[src/rtl/trng_sampler.sv]
// Back end for the self-timed-ring entropy source. It controls the ring reset, synchronizes
// the stage outputs, runs a repetition-count test, debiases the raw bits and packs them into words.
module trng_sampler #(
    parameter int LEN       = 8,
    parameter int WORD_W    = 32,
    parameter int DIV       = 4,
    parameter int WARMUP    = 64,
    parameter int RCT_LIMIT = 16
) (
    input  logic              clk,
    input  logic              rstn,
    input  logic              en,
    input  logic [LEN-1:0]    sin,
    output logic              str_rstn,
    output logic [WORD_W-1:0] rnd_data,
    output logic              rnd_valid,
    input  logic              rnd_ready,
    output logic              fail,
    input  logic              fail_clr
);
    localparam int DIV_W = (DIV > 1) ? $clog2(DIV) : 1;
    localparam int WU_W  = (WARMUP > 1) ? $clog2(WARMUP) : 1;
    localparam int RCT_W = $clog2(RCT_LIMIT + 1);
    localparam int CNT_W = $clog2(WORD_W + 1);

    typedef enum logic [1:0] {
        ST_IDLE   = 2'd0,
        ST_WARMUP = 2'd1,
        ST_RUN    = 2'd2,
        ST_FAIL   = 2'd3
    } state_t;

    state_t              state_reg, state_next;
    logic                str_rstn_reg, str_rstn_next;
    logic                fail_reg, fail_next;
    logic [WU_W-1:0]     wu_reg;
    logic [DIV_W-1:0]    div_reg;
    logic [RCT_W-1:0]    rct_cnt_reg;
    logic                prev_reg;
    logic                phase_reg;
    logic                a_reg;
    logic [WORD_W-1:0]   sr_reg;
    logic [CNT_W-1:0]    cnt_reg;
    logic [WORD_W-1:0]   data_reg;
    logic                valid_reg;

    logic [LEN-1:0]      sync_q;
    logic                raw;
    logic                wu_done;
    logic                tick;
    logic                keep;
    logic                rct_same;
    logic                rct_trip;
    logic                bit_valid;
    logic                full;
    logic                reload;
    logic                xfer;

    // Two-flop synchronizer per ring stage; only the XOR of the stable stage is used.
    generate
        for (genvar gi = 0; gi < LEN; gi++) begin : g_sync
            logic meta_reg;
            logic stab_reg;
            always_ff @(posedge clk or negedge rstn) begin
                if (!rstn) begin
                    meta_reg <= 1'b0;
                    stab_reg <= 1'b0;
                end else begin
                    meta_reg <= sin[gi];
                    stab_reg <= meta_reg;
                end
            end
            assign sync_q[gi] = stab_reg;
        end
    endgenerate

    assign raw     = ^sync_q;
    assign wu_done = (wu_reg == WU_W'(WARMUP - 1));
    assign tick    = (state_reg == ST_RUN) && (div_reg == DIV_W'(DIV - 1));

    // The run counter holds 0 only before the first tick of a RUN entry.
    assign rct_same  = (rct_cnt_reg != '0) && (raw == prev_reg);
    assign rct_trip  = tick && rct_same && (rct_cnt_reg == RCT_W'(RCT_LIMIT - 1));
    assign bit_valid = tick && phase_reg && (a_reg != raw);

    // Datapath state survives only while RUN continues; any exit discards partial work.
    assign keep   = (state_reg == ST_RUN) && (state_next == ST_RUN);
    assign full   = (cnt_reg == CNT_W'(WORD_W));
    assign xfer   = valid_reg && rnd_ready;
    assign reload = keep && full && (!valid_reg || rnd_ready);

    always_ff @(posedge clk or negedge rstn) begin
        if (!rstn) begin
            state_reg    <= ST_IDLE;
            str_rstn_reg <= 1'b0;
            fail_reg     <= 1'b0;
        end else begin
            state_reg    <= state_next;
            str_rstn_reg <= str_rstn_next;
            fail_reg     <= fail_next;
        end
    end

    always_comb begin
        state_next = state_reg;
        unique case (state_reg)
            ST_IDLE:   if (en) state_next = ST_WARMUP;
            ST_WARMUP: begin
                if (!en)          state_next = ST_IDLE;
                else if (wu_done) state_next = ST_RUN;
            end
            ST_RUN: begin
                if (rct_trip) state_next = ST_FAIL;
                else if (!en) state_next = ST_IDLE;
            end
            ST_FAIL:   if (fail_clr) state_next = ST_IDLE;
            default:   state_next = ST_IDLE;
        endcase
    end

    // Ring release and fail flag are registered images of the state being entered.
    always_comb begin
        str_rstn_next = 1'b0;
        fail_next     = 1'b0;
        unique case (state_next)
            ST_WARMUP: str_rstn_next = 1'b1;
            ST_RUN:    str_rstn_next = 1'b1;
            ST_FAIL:   fail_next     = 1'b1;
            default:   str_rstn_next = 1'b0;
        endcase
    end

    always_ff @(posedge clk or negedge rstn) begin
        if (!rstn) begin
            wu_reg  <= '0;
            div_reg <= '0;
        end else begin
            if ((state_reg == ST_WARMUP) && (state_next == ST_WARMUP))
                wu_reg <= wu_reg + 1'b1;
            else
                wu_reg <= '0;
            if (keep && !tick)
                div_reg <= div_reg + 1'b1;
            else
                div_reg <= '0;
        end
    end

    always_ff @(posedge clk or negedge rstn) begin
        if (!rstn) begin
            rct_cnt_reg <= '0;
            prev_reg    <= 1'b0;
            phase_reg   <= 1'b0;
            a_reg       <= 1'b0;
            sr_reg      <= '0;
            cnt_reg     <= '0;
        end else if (!keep) begin
            rct_cnt_reg <= '0;
            prev_reg    <= 1'b0;
            phase_reg   <= 1'b0;
            a_reg       <= 1'b0;
            sr_reg      <= '0;
            cnt_reg     <= '0;
        end else begin
            if (tick) begin
                rct_cnt_reg <= rct_same ? rct_cnt_reg + 1'b1 : RCT_W'(1);
                prev_reg    <= raw;
                phase_reg   <= ~phase_reg;
                if (!phase_reg)
                    a_reg <= raw;
            end
            // A bit arriving on a reload edge becomes the first bit of the next word.
            if (reload) begin
                cnt_reg <= bit_valid ? CNT_W'(1) : '0;
                if (bit_valid)
                    sr_reg <= {sr_reg[WORD_W-2:0], a_reg};
            end else if (bit_valid && !full) begin
                sr_reg  <= {sr_reg[WORD_W-2:0], a_reg};
                cnt_reg <= cnt_reg + 1'b1;
            end
        end
    end

    // Entering or holding FAIL drops any pending word, even one being reloaded.
    always_ff @(posedge clk or negedge rstn) begin
        if (!rstn) begin
            data_reg  <= '0;
            valid_reg <= 1'b0;
        end else if (state_next == ST_FAIL) begin
            valid_reg <= 1'b0;
        end else if (reload) begin
            data_reg  <= sr_reg;
            valid_reg <= 1'b1;
        end else if (xfer) begin
            valid_reg <= 1'b0;
        end
    end

    assign str_rstn  = str_rstn_reg;
    assign fail      = fail_reg;
    assign rnd_data  = data_reg;
    assign rnd_valid = valid_reg;

endmodule
[config.mk]
export PLATFORM = sky130hd
export DESIGN_NAME = trng_sampler
export DESIGN_NICKNAME = d
export VERILOG_FILES = /design/src/rtl/trng_sampler.sv
export SDC_FILE = /design/constraint.sdc
export NUM_CORES = 1
export LEC_CHECK = 0
export CAP_MARGIN = 20
export CORE_MARGIN = 2
export CORE_UTILIZATION = 52
export CTS_CLUSTER_DIAMETER = 50
export DETAILED_ROUTE_END_ITERATION = 6
export MAX_ROUTING_LAYER = met4
export PLACE_DENSITY = 0.79
export REMOVE_ABC_BUFFERS = 1
export SYNTH_ARGS = -nofsm -noshare
export SYNTH_HDL_FRONTEND = slang
export SYNTH_SLANG_ARGS = --single-unit
[constraint.sdc]
create_clock -name clk -period 5.87 [get_ports clk]
set_input_delay 0.8805 -clock clk [delete_from_list [all_inputs] [get_ports clk]]
set_output_delay 0.8805 -clock clk [all_outputs]
set_load 0.03 [all_outputs]
# Yosys cells after proc, flatten, opt, wreduce, memory -nomap -nowiden
# Cells that the tools add are included.
[word_totals]
ff_bits = 107
latch_bits = 0
ram_bits = 0
mem_bits_ro = 0
in_bits = 13
out_inout_bits = 35
wordCells = 108
mem_count = 0
[op_classes]
addsub = 4
n_mul = 0
n_div = 0
order_cmp = 0
eq_ne = 16
shifts = 0
mux = 32
bitwise_logic = 2
n_reduce_logical = 25
[op_table]
columns = ["cell", "count"]
rows = [
  ["$mux W32", 4],
  ["$mux W6", 4],
  ["$mux W5", 3],
  ["$mux W2", 7],
  ["$logic_and A1 B1 Y1", 13],
  ["$mux W1", 13],
  ["$add A6 B1 Y6 const B", 2],
  ["$eq A6 B6 Y1 const B", 2],
  ["$eq A2 B2 Y1 const B", 5],
  ["$pmux W2 S4", 1],
  ["$reduce_xor A8 Y1", 1],
  ["$reduce_and A2 Y1", 3],
  ["$add A5 B1 Y5 const B", 1],
  ["$eq A5 B4 Y1 const B", 1],
  ["$reduce_bool A5 Y1", 1],
  ["$eq A2 B1 Y1 const B", 2],
  ["$logic_not A1 Y1", 3],
  ["$ne A3 B1 Y1 const B", 1],
  ["$ne A3 B3 Y1 const B", 1],
  ["$reduce_bool A3 Y1", 1],
  ["$add A2 B1 Y2 const B", 1],
  ["$logic_not A2 Y1", 1],
  ["$ne A2 B1 Y1 const B", 1],
  ["$ne A2 B2 Y1 const B", 1],
  ["5 further kinds", 6],
]

# Logic depth before layout (Yosys ltp)
[logic_depth]
ltp_word = 13
mapped_depth = 13
ltp_nobuf = 11

# Least setup slack after synthesis
# OpenSTA, ideal clock, no wires.
[synth_path]
path_kind = "reg-to-reg"
from = "register g_sync[3].stab_reg"
to = "register data_reg[11] (netlist: rnd_data[11])"
arrival_time_ns = 3.064
required_ns = 5.745
path_slack_ns = 2.681
path_stages_with_launch = 11
period_less_slack_ns = 3.189
cell_sequence = "dfrtp_1 -> xnor2_1 -> xnor2_4 -> xnor3_1 -> nand3_1 -> a211oi_1 -> ha_1 -> nand2_1 -> nor3_2 -> buf_2 -> mux2_2"
[synth_via]
elab_chain_len = 12
word_cells_on_any_way = 14
[synth_rtl]
columns = ["element", "line_no", "text"]
rows = [
  ["start, declared", "63", "logic stab_reg;"],
  ["start signal, assigned", "70", "stab_reg <= meta_reg;"],
  ["$reduce_xor A8 Y1 *", "77", "assign raw = ^sync_q;"],
  ["$eq A1 B1 Y1 *", "82", "assign rct_same = (rct_cnt_reg != '0) && (raw == prev_reg);"],
  ["$logic_and A1 B1 Y1 *", "82", ""],
  ["$logic_and A1 B1 Y1 * (2 in a row)", "83", "assign rct_trip = tick && rct_same && (rct_cnt_reg == RCT_W'(RCT_LIMIT - 1));"],
  ["$mux W2 *", "113", "if (rct_trip) state_next = ST_FAIL;"],
  ["$pmux W2 S4 *", "106", "unique case (state_reg)"],
  ["named net state_next[1]", "33", "state_t state_reg, state_next;"],
  ["$eq A2 B2 Y1", "87", "assign keep = (state_reg == ST_RUN) && (state_next == ST_RUN);"],
  ["$logic_and A1 B1 Y1", "87", ""],
  ["$logic_and A1 B1 Y1 (2 in a row)", "90", "assign reload = keep && full && (!valid_reg || rnd_ready);"],
  ["$reduce_and A2 Y1 (no line) *", "n/a", ""],
  ["end signal, assigned", "192", "data_reg <= sr_reg;"],
  ["end, declared", "44", "logic [WORD_W-1:0] data_reg;"],
]
# The timed path passes the listed nets; every way through them passes the cells marked *.
# A chain may end at the register's enable or synchronous reset.

# Final worst setup path
[layout_path]
from = "register state_reg[1]"
to = "register sr_reg[28]"
[layout_via]
elab_chain_len = 12
word_cells_on_any_way = 26
[layout_rtl]
columns = ["element", "line_no", "text"]
rows = [
  ["start, declared", "33", ""],
  ["start signal, assigned", "98", "state_reg <= state_next;"],
  ["$eq A2 B2 Y1", "79, 106", ""],
  ["$logic_and A1 B1 Y1", "79", "assign tick = (state_reg == ST_RUN) && (div_reg == DIV_W'(DIV - 1));"],
  ["$logic_and A1 B1 Y1 (2 in a row)", "83", ""],
  ["$mux W2", "113", ""],
  ["$pmux W2 S4 *", "106", ""],
  ["named net state_next[1]", "33", ""],
  ["$eq A2 B2 Y1 *", "87", ""],
  ["$logic_and A1 B1 Y1 *", "87", ""],
  ["$logic_and A1 B1 Y1 (2 in a row)", "90", ""],
  ["$ne A3 B1 Y1 (no line) (tied with other cells)", "n/a", ""],
  ["$reduce_and A2 Y1 (no line) / $mux W32 (equally long branches)", "n/a", ""],
  ["end signal, assigned", "176", "sr_reg <= {sr_reg[WORD_W-2:0], a_reg};"],
  ["end signal, assigned", "178", "sr_reg <= {sr_reg[WORD_W-2:0], a_reg};"],
  ["end, declared", "42", "logic [WORD_W-1:0] sr_reg;"],
]
# Marks and branches as above.

==> impl_summary.log <==
[metrics] count of final hold-check violations: 0
[metrics] area of the multi-input gates: 0.001668 mm^2
[metrics] share of flip-flops with an asynchronous set or reset after synthesis: 100.0%
[metrics] critical path fanouts, max: 40
[metrics] number of inserted filler cells in the final layout: 652
[metrics] launching point of the worst reg2reg path: state_reg[1]$_DFF_PN0_
[metrics] # hold bufs at CTS: 0
[metrics] post-synthesis cell type with the largest combined area: dfrtp_1
[metrics] critical path launch point: state_reg[1]$_DFF_PN0_
[metrics] fraction of power consumed by combinational cells: 6.1%
[metrics] TritonCTS sink count: 107
[metrics] die span in x: 96.57 um
[metrics] effective utilization at floorplan: 53.95%
[metrics] net load switching power: 298.5 uW
[metrics] number of synthesized flops with an enable pin: 0
[metrics] Placer Congestion: 0.8220
[metrics] minimum setup slack among reg-to-reg paths: 1970 ps
[metrics] Crit path largest cell delay: 500 ps
[metrics] YS warnings: 0
[metrics] number of global-route vias before repair: 2769
[metrics] library cells used by synthesis: 41
[metrics] critical path class: reg -> reg
[metrics] normalized max-slew margin: 38.58%
[metrics] DRC violation total after the first TritonRoute iteration: 183
[metrics] Area Growth Syn to Fin: 16.60%
[metrics] share of layout cells above drive strength 1: 13.60%
[metrics] type of origin of the critical path: register
[metrics] clock slew at the register clock pins of the worst setup and hold paths: 100 ps
[metrics] HPWL Detailed: 5279 um
[metrics] unrepaired setup endpoints after global routing: false
[metrics] leakage power: 2.272 nW
[metrics] most instantiated flip-flop cell in the synthesis netlist: dfrtp_1
[metrics] average footprint of a synthesized cell: 13.03 um^2
[metrics] design internal power: 942.6 uW
[metrics] leading cell types by total area after synthesis: dfrtp_1 (60%), mux2i_1 (7.4%), mux2_2 (6.8%)
[metrics] summed negative setup slack over all endpoints: 0 ps
[metrics] cells resized by post-CTS repair: 0
[metrics] DR vias: 2755
[metrics] endpoint of the lowest-slack register-to-register path: sr_reg[28]$_DFFE_PN0P_
[metrics] end point of the critical path: sr_reg[28]$_DFFE_PN0P_
[metrics] floorplan row count: 33
[metrics] max-cap check violation count: 0
[metrics] overall track demand over capacity in global routing: 18.32%
[metrics] initial antenna violation count: 0
[metrics] arrival time of data at the critical path endpoint: 4170 ps
[metrics] setup clock skew after layout: 19.62 ps
[metrics] Congestion Overflow GR: 0
[metrics] CP dominant cell by count: buf_4
[metrics] number of remaining DRC errors: 0
[metrics] Cell Area, Synth: 0.004456 mm^2
[metrics] Total Routed Length: 7778 um
[metrics] wire per inst: 15.49 um
[metrics] worst-margin pin slew: 921.3 ps
[metrics] via density per instance: 5.488
[metrics] number of max-slew violations in the final report: 0
[metrics] number of nets at the end of the flow: 415
[metrics] CTS Root Cell: clkbuf_8
[metrics] number of clock buffers inserted by TritonCTS: 9
[metrics] part of the total power dissipated in sequential elements: 60.1%
[metrics] clock tree from TritonCTS: done
[metrics] result of the run: finished clean
[metrics] I/O pin count: 48
[metrics] endpoint type of the worst setup path: register
[metrics] post-synthesis sequential area ratio: 60.10%
[metrics] register cell area after layout: 0.002678 mm^2
[metrics] switching part of the total: 24.05%
[metrics] share of Yosys cell area claimed by the top area cell type: 60.10%
[metrics] path type of the worst min-delay path: reg -> reg
[metrics] flip-flop and latch count after synthesis: 107
[metrics] buffers inserted by post-CTS timing repair: 0
[metrics] remaining number of nets flagged by the antenna check after routing: 0
[metrics] global-route wire length before repair: 12680 um
[metrics] pin count of the biggest net entering global routing: 78
[metrics] iteration count of the initial detailed-routing pass: 4
[metrics] count of cells along the worst register-to-register path: 12
[metrics] overall die area: 0.009325 mm^2
[metrics] Non-Filler Cell Area, Final: 0.005195 mm^2
[metrics] maximum count of clock buffers along a single path: 2
[metrics] Ant. Diodes: 0
[metrics] final critical path time including I/O delays and setup: 3901 ps
[metrics] Critical Path Slowest Stage Cell: a31oi_1
[metrics] core box area: 0.008258 mm^2
[metrics] number of cells on the worst hold path: 0
[metrics] post-synthesis cell count: 342
[metrics] most used cells in the layout excluding fill and tap cells: dfrtp_1 (107), clkdlybuf4s50_1 (46), nand2_1 (43)
[metrics] required time of the worst setup path: 6140 ps
[metrics] placed cell area: 0.005009 mm^2
[metrics] timing-limited maximum frequency: 0.2563 GHz
[metrics] maximum level of the CTS H-tree: 3
[metrics] latest clock arrival within the worst-skew pair: 360 ps
[metrics] Power Dens Cells: 238.9 mW/mm^2
[metrics] commonest non-fill, non-tap cell in the layout: dfrtp_1
[metrics] Die Y: 96.57 um
[metrics] share of total power in the clock network: 33.7%
[metrics] part of the cycle the worst path needs: 66.46%
[metrics] input/output buffers: 47
[metrics] Max IR drop VDD: 0.1955 mV
[metrics] count of final setup violators: 0
[metrics] cells along the critical path: nor2b_1 > nand2_1 > a31oi_1 > nand3_1 > a211oi_1 > ha_1 > and2_1 > buf_4 > a21oi_1 > nor3_4 > buf_4 > mux2i_1
==> Yosys cell counts (2+ instances only) <==
cell type  instances
xor2_1             3
clkbuf_1           5
nand4_1            3
or4_1              3
xnor2_1            8
nand3_1           10
a31oi_1            4
a32oi_1            2
nor2_1            19
mux2_2            27
nand4b_1           3
nand2b_1           3
nor3_1             2
buf_8              3
nor4_1             2
mux2_1             5
ha_1              10
o31ai_1            4
inv_1              9
nor2b_1            2
a21oi_1            7
and3_1             5
nand2_1           43
dfrtp_1          107
mux2i_1           33
buf_2              3
a211oi_1           3
==> cell type report <==
type	instances	share of cell area, %
Sequential cell	107	51.54
Multi-Input combinational cell	214	32.11
Timing Repair Buffer	51	9.586
Clock buffer	10	2.649
Tap cell	105	2.529
Clock inverter	6	0.9393
Inverter	9	0.6503
==> routing by layer <==
metal	track usage (%)	up-vias	wire length [um]
met2	28.88	62	3863
met5	-	-	0
met3	2.638	11	263
met1	24.25	1394	3549
li1	-	1288	-
met4	7.512	0	102
==> metrics by stage <==
stage          worst slack (ps)  hold slack, ps  total power [mW]  std cells  utilization [%]
2_1_floorplan              1403           331.2            0.8053        330                -
5_1_grt                    1595           365.2             1.283        502            62.91
6_report                   1969           353.2             1.241        502            62.91
3_5_place_dp               2026           334.7            0.8382        486            60.65
3_3_place_gp               2187           331.7            0.8361        486            60.65
4_1_cts                    1991           355.5             1.249        502            62.91
==> critical path: cells and delay by family (launching register included) <==
family | cells | cell delay (ps)
simple gates | 5 | 940
compound gates | 3 | 1070
mux | 1 | 290
flops | 1 | 440
fa+ha+maj | 1 | 220
buf+inv | 2 | 810
==> power groups by stage <==
stage / Combinational, mW / Clock [mW] / Sequential (mW)
2_1_floorplan: 0.0440 / 0 / 0.761
3_3_place_gp: 0.0753 / 0 / 0.761
3_5_place_dp: 0.0771 / 0 / 0.761
4_1_cts: 0.0774 / 0.425 / 0.747
5_1_grt: 0.0833 / 0.453 / 0.747
6_report: 0.0760 / 0.419 / 0.747
==> logic make-up after synthesis <==
family                   synth area share, %
AND/OR/NAND/NOR                        10.67
buffers and inverters                  2.611
XOR/XNOR                               4.437
flip-flops                             60.10
adder cells (fa/ha/maj)                2.808
AO/OA/AOI/OAI                          3.875
multiplexers                           15.50
==> how the worst min path moves through the flow <==
stage / from / to / slack [ps]
after floorplan: g_sync[0].meta_reg$_DFF_PN0_ / g_sync[0].stab_reg$_DFF_PN0_ / 330
after global placement: g_sync[1].meta_reg$_DFF_PN0_ / g_sync[1].stab_reg$_DFF_PN0_ / 330
after detailed placement: g_sync[0].meta_reg$_DFF_PN0_ / g_sync[0].stab_reg$_DFF_PN0_ / 330
after CTS: g_sync[7].meta_reg$_DFF_PN0_ / g_sync[7].stab_reg$_DFF_PN0_ / 360
after global routing: g_sync[6].meta_reg$_DFF_PN0_ / g_sync[6].stab_reg$_DFF_PN0_ / 370
final: g_sync[0].meta_reg$_DFF_PN0_ / g_sync[0].stab_reg$_DFF_PN0_ / 350
Power figures use the tool's default switching activity.
